===== src/rtl/mem_wb_stage_if.sv =====
// Data-memory request/grant/response bus between the MEM stage and the data memory.
// master = MEM stage (issues requests), slave = memory (grants and returns load data).
interface mem_wb_stage_if #(
  parameter int XLEN = 64
);
  logic            dmem_req;
  logic            dmem_we;
  logic [XLEN-1:0] dmem_addr;
  logic [XLEN-1:0] dmem_wdata;
  logic            dmem_gnt;
  logic            dmem_rvalid;
  logic [XLEN-1:0] dmem_rdata;

  modport master (
    output dmem_req, dmem_we, dmem_addr, dmem_wdata,
    input  dmem_gnt, dmem_rvalid, dmem_rdata
  );

  modport slave (
    input  dmem_req, dmem_we, dmem_addr, dmem_wdata,
    output dmem_gnt, dmem_rvalid, dmem_rdata
  );
endinterface


===== src/rtl/mem_wb_stage.sv =====
// Memory-access stage plus MEM/WB register: drives the data-memory port, stalls upstream while an
// access is outstanding, resolves redirects. Optional macro MEM_MISALIGN_CHECK_EN suppresses misaligned accesses.
module mem_wb_stage #(
  parameter int XLEN = 64,
  parameter int RD_W = 5
) (
  input  logic            clk,
  input  logic            reset,
  input  logic            EXMEM_Branch,
  input  logic            EXMEM_Zero,
  input  logic            EXMEM_Jal,
  input  logic            EXMEM_MemRead,
  input  logic            EXMEM_MemWrite,
  input  logic            EXMEM_MemtoReg,
  input  logic            EXMEM_RegWrite,
  input  logic            EM_addermuxselect,
  input  logic [RD_W-1:0] EXMEM_RD,
  input  logic [XLEN-1:0] EXMEM_Result,
  input  logic [XLEN-1:0] EXMEM_WriteData,
  input  logic [XLEN-1:0] EXMEM_Adder2Out,
  input  logic [XLEN-1:0] EXMEM_adder_out1,
  mem_wb_stage_if.master  dmem,
  output logic            mem_stall,
  output logic            mem_pcsrc,
  output logic [XLEN-1:0] mem_target,
  output logic            MEMWB_RegWrite,
  output logic            MEMWB_MemtoReg,
  output logic            MEMWB_Jal,
  output logic [RD_W-1:0] MEMWB_RD,
  output logic [XLEN-1:0] MEMWB_ReadData,
  output logic [XLEN-1:0] MEMWB_Result,
  output logic [XLEN-1:0] MEMWB_LinkAddr
`ifdef MEM_MISALIGN_CHECK_EN
  ,
  output logic            mem_misalign
`endif
);

  typedef enum logic [1:0] {IDLE, REQ, WAIT_R} state_t;

  state_t          state_q;
  logic            access;
  logic            misalign;
  logic            acc_eff;
  logic            in_wait;
  logic            store_done;
  logic            load_done;
  logic            regwrite_q;
  logic            memtoreg_q;
  logic            jal_q;
  logic [RD_W-1:0] rd_q;
  logic [XLEN-1:0] readdata_q;
  logic [XLEN-1:0] result_q;
  logic [XLEN-1:0] link_q;

  assign access = EXMEM_MemRead | EXMEM_MemWrite;

`ifdef MEM_MISALIGN_CHECK_EN
  assign misalign     = access & (|EXMEM_Result[2:0]);
  assign mem_misalign = misalign;
`else
  assign misalign = 1'b0;
`endif

  // Read+write together is a store, so MemWrite alone selects the access type.
  assign acc_eff    = access & ~misalign;
  assign in_wait    = (state_q == WAIT_R);
  assign store_done = dmem.dmem_req & EXMEM_MemWrite & dmem.dmem_gnt;
  assign load_done  = in_wait & dmem.dmem_rvalid;
  assign mem_stall  = acc_eff & ~(store_done | load_done);

  assign dmem.dmem_req   = acc_eff & ~in_wait;
  assign dmem.dmem_we    = EXMEM_MemWrite;
  assign dmem.dmem_addr  = EXMEM_Result;
  assign dmem.dmem_wdata = EXMEM_WriteData;

  assign mem_pcsrc  = ((EXMEM_Branch & EXMEM_Zero) | EXMEM_Jal) & ~mem_stall;
  assign mem_target = EM_addermuxselect ? EXMEM_adder_out1 : EXMEM_Adder2Out;

  always_ff @(posedge clk or negedge reset) begin
    if (!reset) begin
      state_q <= IDLE;
    end else begin
      case (state_q)
        IDLE, REQ: begin
          if (!acc_eff)                state_q <= IDLE;
          else if (!dmem.dmem_gnt)     state_q <= REQ;
          else if (EXMEM_MemWrite)     state_q <= IDLE;
          else                         state_q <= WAIT_R;
        end
        WAIT_R: if (dmem.dmem_rvalid) state_q <= IDLE;
        default:                      state_q <= IDLE;
      endcase
    end
  end

  // MEM/WB boundary: a stall injects a bubble into WB while the data registers hold.
  always_ff @(posedge clk or negedge reset) begin
    if (!reset) begin
      regwrite_q <= 1'b0;
      memtoreg_q <= 1'b0;
      jal_q      <= 1'b0;
      rd_q       <= '0;
      readdata_q <= '0;
      result_q   <= '0;
      link_q     <= '0;
    end else begin
      if (mem_stall) begin
        regwrite_q <= 1'b0;
        memtoreg_q <= 1'b0;
        jal_q      <= 1'b0;
      end else begin
        regwrite_q <= EXMEM_RegWrite & ~misalign;
        memtoreg_q <= EXMEM_MemtoReg;
        jal_q      <= EXMEM_Jal;
        rd_q       <= EXMEM_RD;
        result_q   <= EXMEM_Result;
        link_q     <= EXMEM_adder_out1;
      end
      if (load_done) readdata_q <= dmem.dmem_rdata;
    end
  end

  assign MEMWB_RegWrite = regwrite_q;
  assign MEMWB_MemtoReg = memtoreg_q;
  assign MEMWB_Jal      = jal_q;
  assign MEMWB_RD       = rd_q;
  assign MEMWB_ReadData = readdata_q;
  assign MEMWB_Result   = result_q;
  assign MEMWB_LinkAddr = link_q;

endmodule

===== src/flat_wrapper.sv =====
// flat-port wrapper written by rule: the top's interface ports become plain ports
module mem_wb_stage_flat 
#(
  parameter int XLEN = 64,
  parameter int RD_W = 5
)
  (clk, reset, EXMEM_Branch, EXMEM_Zero, EXMEM_Jal, EXMEM_MemRead, EXMEM_MemWrite, EXMEM_MemtoReg, EXMEM_RegWrite, EM_addermuxselect, EXMEM_RD, EXMEM_Result, EXMEM_WriteData, EXMEM_Adder2Out, EXMEM_adder_out1, mem_stall, mem_pcsrc, mem_target, MEMWB_RegWrite, MEMWB_MemtoReg, MEMWB_Jal, MEMWB_RD, MEMWB_ReadData, MEMWB_Result, MEMWB_LinkAddr, dmem_dmem_req, dmem_dmem_we, dmem_dmem_addr, dmem_dmem_wdata, dmem_dmem_gnt, dmem_dmem_rvalid, dmem_dmem_rdata);
  mem_wb_stage_if #(.XLEN(XLEN)) dmem_i ();
  input  logic clk;
  input  logic reset;
  input  logic EXMEM_Branch;
  input  logic EXMEM_Zero;
  input  logic EXMEM_Jal;
  input  logic EXMEM_MemRead;
  input  logic EXMEM_MemWrite;
  input  logic EXMEM_MemtoReg;
  input  logic EXMEM_RegWrite;
  input  logic EM_addermuxselect;
  input  logic [RD_W-1:0] EXMEM_RD;
  input  logic [XLEN-1:0] EXMEM_Result;
  input  logic [XLEN-1:0] EXMEM_WriteData;
  input  logic [XLEN-1:0] EXMEM_Adder2Out;
  input  logic [XLEN-1:0] EXMEM_adder_out1;
  output logic mem_stall;
  output logic mem_pcsrc;
  output logic [XLEN-1:0] mem_target;
  output logic MEMWB_RegWrite;
  output logic MEMWB_MemtoReg;
  output logic MEMWB_Jal;
  output logic [RD_W-1:0] MEMWB_RD;
  output logic [XLEN-1:0] MEMWB_ReadData;
  output logic [XLEN-1:0] MEMWB_Result;
  output logic [XLEN-1:0] MEMWB_LinkAddr;
  output wire logic [$bits(dmem_i.dmem_req)-1:0] dmem_dmem_req;
  output wire logic [$bits(dmem_i.dmem_we)-1:0] dmem_dmem_we;
  output wire logic [$bits(dmem_i.dmem_addr)-1:0] dmem_dmem_addr;
  output wire logic [$bits(dmem_i.dmem_wdata)-1:0] dmem_dmem_wdata;
  input wire logic [$bits(dmem_i.dmem_gnt)-1:0] dmem_dmem_gnt;
  input wire logic [$bits(dmem_i.dmem_rvalid)-1:0] dmem_dmem_rvalid;
  input wire logic [$bits(dmem_i.dmem_rdata)-1:0] dmem_dmem_rdata;
  assign dmem_dmem_req = dmem_i.dmem_req;
  assign dmem_dmem_we = dmem_i.dmem_we;
  assign dmem_dmem_addr = dmem_i.dmem_addr;
  assign dmem_dmem_wdata = dmem_i.dmem_wdata;
  assign dmem_i.dmem_gnt = dmem_dmem_gnt;
  assign dmem_i.dmem_rvalid = dmem_dmem_rvalid;
  assign dmem_i.dmem_rdata = dmem_dmem_rdata;
  mem_wb_stage #(.XLEN(XLEN), .RD_W(RD_W)) u_core (.clk(clk), .reset(reset), .EXMEM_Branch(EXMEM_Branch), .EXMEM_Zero(EXMEM_Zero), .EXMEM_Jal(EXMEM_Jal), .EXMEM_MemRead(EXMEM_MemRead), .EXMEM_MemWrite(EXMEM_MemWrite), .EXMEM_MemtoReg(EXMEM_MemtoReg), .EXMEM_RegWrite(EXMEM_RegWrite), .EM_addermuxselect(EM_addermuxselect), .EXMEM_RD(EXMEM_RD), .EXMEM_Result(EXMEM_Result), .EXMEM_WriteData(EXMEM_WriteData), .EXMEM_Adder2Out(EXMEM_Adder2Out), .EXMEM_adder_out1(EXMEM_adder_out1), .dmem(dmem_i), .mem_stall(mem_stall), .mem_pcsrc(mem_pcsrc), .mem_target(mem_target), .MEMWB_RegWrite(MEMWB_RegWrite), .MEMWB_MemtoReg(MEMWB_MemtoReg), .MEMWB_Jal(MEMWB_Jal), .MEMWB_RD(MEMWB_RD), .MEMWB_ReadData(MEMWB_ReadData), .MEMWB_Result(MEMWB_Result), .MEMWB_LinkAddr(MEMWB_LinkAddr));
endmodule

===== config.mk =====
export PLATFORM = sky130hd
export DESIGN_NAME = mem_wb_stage_flat
export DESIGN_NICKNAME = d
export VERILOG_FILES = /design/src/rtl/mem_wb_stage_if.sv /design/src/rtl/mem_wb_stage.sv /design/src/flat_wrapper.sv
export SDC_FILE = /design/constraint.sdc
export NUM_CORES = 1
export LEC_CHECK = 0
export CAP_MARGIN = 30
export CORE_AREA = 2 2 285 287
export CTS_CLUSTER_DIAMETER = 40
export CTS_CLUSTER_SIZE = 40
export DETAILED_ROUTE_END_ITERATION = 10
export DIE_AREA = 0 0 287 289
export SLEW_MARGIN = 20
export SYNTH_ARGS = -nofsm -noshare
export SYNTH_HDL_FRONTEND = slang
export SYNTH_SLANG_ARGS = --single-unit

===== constraint.sdc =====
create_clock -name clk -period 2.3 [get_ports clk]
set_clock_uncertainty 0.1 [all_clocks]
set_input_delay 0.575 -clock clk [delete_from_list [all_inputs] [get_ports clk]]
set_output_delay 0.575 -clock clk [all_outputs]
set_load 0.05 [all_outputs]

-- Word-level counts from Yosys, hierarchy flattened
Cells that the tools add are included.
- bits in registers: 202
- word-level logic and storage cells: 35
- equal/unequal tests: 3
- muxes and demuxes: 9
- bitwise gates (word level): 13
- reduce and logical (&&, ||, !) cells: 2
- operator list (cell ; number):
    64-bit 2-to-1 mux ; 1
    2-bit 2-to-1 mux ; 4
    1-bit AND ; 7
    2-bit case mux with 2 select lines ; 1
    1-bit 2-to-1 mux ; 3
    1-bit NOT ; 3
    1-bit OR ; 3
    2-bit by 1-bit == test with 1-bit output, second input constant ; 1
    2-bit == test, second input constant ; 1
    2-bit zero test ; 1
    2-bit inequality test, second input constant ; 1
    2-bit OR reduction ; 1

-- Longest topological paths before layout
- depth in word-level cells: 10
- gate-level depth with buffers: 5

-- Worst setup path after synthesis
Ideal clock, no wire load.
- path type: input port to output port
- from: in dmem_dmem_rvalid
- to: out mem_stall
- arrival time: 1.725 ns
- required time: 1.625 ns
- setup slack: -0.100 ns
- cell stages on the path: 5
- path through: and3b_1 a311o_1 buf_6 buf_4 inv_1
- word-level cells in the longest chain between the ends: 4
- ends and longest elaborated chain (element ; line ; text):
    start, declared ; flat_wrapper.sv:39 ; input wire logic [$bits(dmem_i.dmem_rvalid)-1:0] dmem_dmem_rvalid;
    1-bit AND ; mem_wb_stage.sv:69 ; assign load_done = in_wait & dmem.dmem_rvalid;
    1-bit OR ; mem_wb_stage.sv:70 ; assign mem_stall = acc_eff & ~(store_done | load_done);
    1-bit NOT ; mem_wb_stage.sv:70 ;
    1-bit AND ; mem_wb_stage.sv:70 ;
    end, declared ; flat_wrapper.sv:24 ; output logic mem_stall;
No other way between the ends.

-- Worst setup path after layout
- from: in EXMEM_MemWrite
- to: out mem_pcsrc
- word-level cells in the longest chain between the ends: 9
- ends and longest elaborated chain (element ; line ; text):
    start, declared ; flat_wrapper.sv:15 ; input logic EXMEM_MemWrite;
    1-bit OR ; mem_wb_stage.sv:56 ; assign access = EXMEM_MemRead | EXMEM_MemWrite;
    1-bit AND ; mem_wb_stage.sv:72 ; assign dmem.dmem_req = acc_eff & ~in_wait;
    1-bit AND (2 in a row) ; mem_wb_stage.sv:68 ; assign store_done = dmem.dmem_req & EXMEM_MemWrite & dmem.dmem_gnt;
    1-bit OR ; mem_wb_stage.sv:70 ;
    1-bit NOT ; mem_wb_stage.sv:70 ;
    1-bit AND * ; mem_wb_stage.sv:70 ;
    1-bit NOT * ; mem_wb_stage.sv:77 ; assign mem_pcsrc = ((EXMEM_Branch & EXMEM_Zero) | EXMEM_Jal) & ~mem_stall;
    1-bit AND * ; mem_wb_stage.sv:77 ;
    end, declared ; flat_wrapper.sv:25 ; output logic mem_pcsrc;
Mark *: on every way between the ends. The rest lies on a longest branch, timed or not.

==> results.md <==
* Run status: finished with violations
* Violated checks: negative setup slack
* Worst hold slack at 0.1672 ns
* Switching component of the power at 6879 uW
* P&R area growth vs syn at 87.83%
* Worst reg2reg startpoint: u_core.state_q[1]$_DFFE_PN0P_
* Root buffer cell: clkbuf_16
* Final hold violations at 0
* Vias in the first global route at 7798
* Post-layout worst setup margin at -0.3425 ns
* Pleak at 0.007400 uW
* Post-synthesis cell type count at 18
* Mapped Avg Cell Area at 14.60 um2
* Hold Path Origin: dmem_dmem_rvalid
* DRC at 0
* Die Area at 82940 um2
* Crit share post-route at 114.9%
* Syn_nets at 972
* Worst-path clk slew at 0.05 ns
* Hold Path Stages at 2
* Cell Count, Final, Fillers Out at 2240
* Commonest non-fill, non-tap cell in the layout: clkdlybuf4s50_1
* Ranking of synthesized cells by area: dfrtp_1, mux2_2, mux2_1
* RSZ-0062 raised after global routing: true
* Worst-Skew Late Latency at 0.56 ns
* Placement row count at 104
* Worst Hold Class: input port to register
* Layout cells sized above 1 at 33.39%
* First-pass GRT wire length at 48.28 mm
* GP Congestion at 0.8113
* WL/cell at 15.18 um
* Routed wire length at 34.01 mm
* Tightest Pin Transition at 0.5669 ns
* Maximum vdd drop at 529.1 uV
* Filler cells at 8552
* Num ports at 733
* Yosys top cell by area: dfrtp_1
* Kind of end point of the critical path: output pin
* Max-Cap Viols at 0
* I/O Buffers at 604
* Reg power frac at 27.4%
* Vert. Die Dim at 289 um
* H-tree levels at 2
* Setup TNS at -0.6123 ns
* Core box area at 79900 um2
* Clock buffer depth at 3
* Vias at 7023
* DP Worst Slack at -0.4398 ns
* Hold path endpoint: u_core.state_q[1]$_DFFE_PN0P_
* Crit-path max FO at 3
* Combinational share of power at 38.2%
* Area of the mapped netlist at 9271 um2
* Switching portion of total power at 40.06%
* Worst Path Required at 1.62 ns
* Num CTS Buffers at 39
* Initial Utilization at 11.60%
* DIE WIDTH at 287 um
* Initial antenna violation count at 0
* Post-DRT Antenna Nets at 0
* R2R Path End: u_core.MEMWB_Result[20]$_DFFE_PN0N_
* CTS tree: done
* P_int at 10290 uW
* Flops & latches, synth at 202
* Yosys top cell area share at 54.52%
* Rel. slew slack at 62.36%
* Pwr per Cell Area at 986.1 nW/um2
* Most frequent cells in the layout: clkdlybuf4s50_1, dfrtp_1, dlygate4sd2_1
* Inst Count DP at 2167
* Reg-to-reg setup timing slack at 0.05 ns
* Seq/Total Area, Yosys at 54.52%
* Final Setup Violations at 2
* All-Layer GR Usage at 7.722%
* CP Class: input port to output pin
* Reg2Reg Depth at 5
* Yosys warnings at 0
* DPL Wire Length at 27.54 mm
* Final net count at 1487
* CP Data Arrival Time at 1.97 ns
* Peak Freq at 0.3784 GHz
* Critical Path Source Type: input port
* Initial DRT Pass Iterations at 4
* Min cycle time layout at 2.642 ns
* DR vias/cell at 3.135
* DR iter-0 viols at 114
* Syn Inst Count at 635
* Max Slew Vio Count at 0
* Largest net degree at the start of global routing at 72
* ANT cells at 0
* CTS Sinks at 202
* GRT Residual Overflow at 0
* Clk pwr share at 34.4%
[cell usage after synthesis, drive strengths merged]
cell type	n
nor3	1
and3b	1
nand3b	1
nand2b	1
and2	4
o22ai	1
nor2	1
buf	150
a21o	1
nor2b	1
inv	1
a311o	1
clkbuf	8
dfrtp	202
mux2	261
[cell families (layout without fill, tap and decap cells)]
kind of cell / after synthesis / in the layout / synth area share [%]
simple gates: 10 / 10 / 0.6748
buf+inv: 159 / 704 / 12.85
compound gates: 3 / 3 / 0.2565
mux: 261 / 261 / 31.70
flops: 202 / 202 / 54.52
[cell type report]
cell class / instances / area, um2 / area share (%)
multi-input cells: 274 / 3038 / 17.45
repair buffers: 632 / 6606 / 37.94
inverters: 1 / 7.507 / 0.04311
well taps: 1060 / 1326 / 7.616
clock buffers: 45 / 1018 / 5.849
flip-flops and latches: 202 / 5055 / 29.03
clock inverters: 26 / 362.8 / 2.084
[critical path, cell delays in order]
cell and delay [ns]:
clkdlybuf4s50_1 0.52, nor2_1 0.09, a311o_2 0.46, and2_4 0.18, buf_12 0.14
[state kept, by name, summed over array words and instances, names as in the netlist]
name	cells
u_core.MEMWB_LinkAddr	64
u_core.MEMWB_RegWrite	1
u_core.MEMWB_ReadData	64
u_core.MEMWB_MemtoReg	1
u_core.MEMWB_Result	64
u_core.state_q	2
u_core.MEMWB_RD	5
u_core.MEMWB_Jal	1
[power groups by stage]
stage               sequential, uW  combinational (uW)  clock, uW
global route                  4810                6810       6320
finish                        4700                6560       5910
CTS                           4720                6640       6150
global placement              4760                7070          0
floorplan                     7450                1870          0
detailed placement            4790                7120          0
[metrics by stage]
step	instance area (um2)	util, %	total power, uW
after floorplan	9278	-	9316
after global placement	16230	20.31	11830
after detailed placement	16230	20.31	11910
after CTS	17400	21.78	17510
after global routing	17410	21.80	17930
final	17410	21.80	17170
[metal layers]
metal	part of all wire [%]	GRT usage (%)	vias to the layer above
li1	-	-	3115
met1	31	6.978	3346
met2	51	13.91	466
met3	12	3.567	96
met4	6.1	4.987	0
met5	0	0	-
[timing repair]
item / CTS / global route
pin swaps: 1 / 1
hold buffers: 1 / 0
endpoints found under the setup margin: 188 / 3
endpoints found under the hold margin: 33 / 0
setup buffers: 1 / 0
gates resized for setup: 187 / 3
[worst max-delay path by stage]
stage	startpoint	to	slack, ns	cells past startpoint
after detailed placement	dmem_dmem_rvalid	mem_pcsrc	-0.44	5
after floorplan	EM_addermuxselect	mem_target[0]	-0.09	3
after global placement	dmem_dmem_rvalid	mem_pcsrc	-0.44	5
after global routing	u_core.state_q[1]$_DFFE_PN0P_	mem_pcsrc	-0.36	4
after CTS	u_core.state_q[0]$_DFFE_PN0P_	mem_pcsrc	-0.37	4
final	EXMEM_MemWrite	mem_pcsrc	-0.34	5
Note: power is estimated with default switching activity, not from simulation.
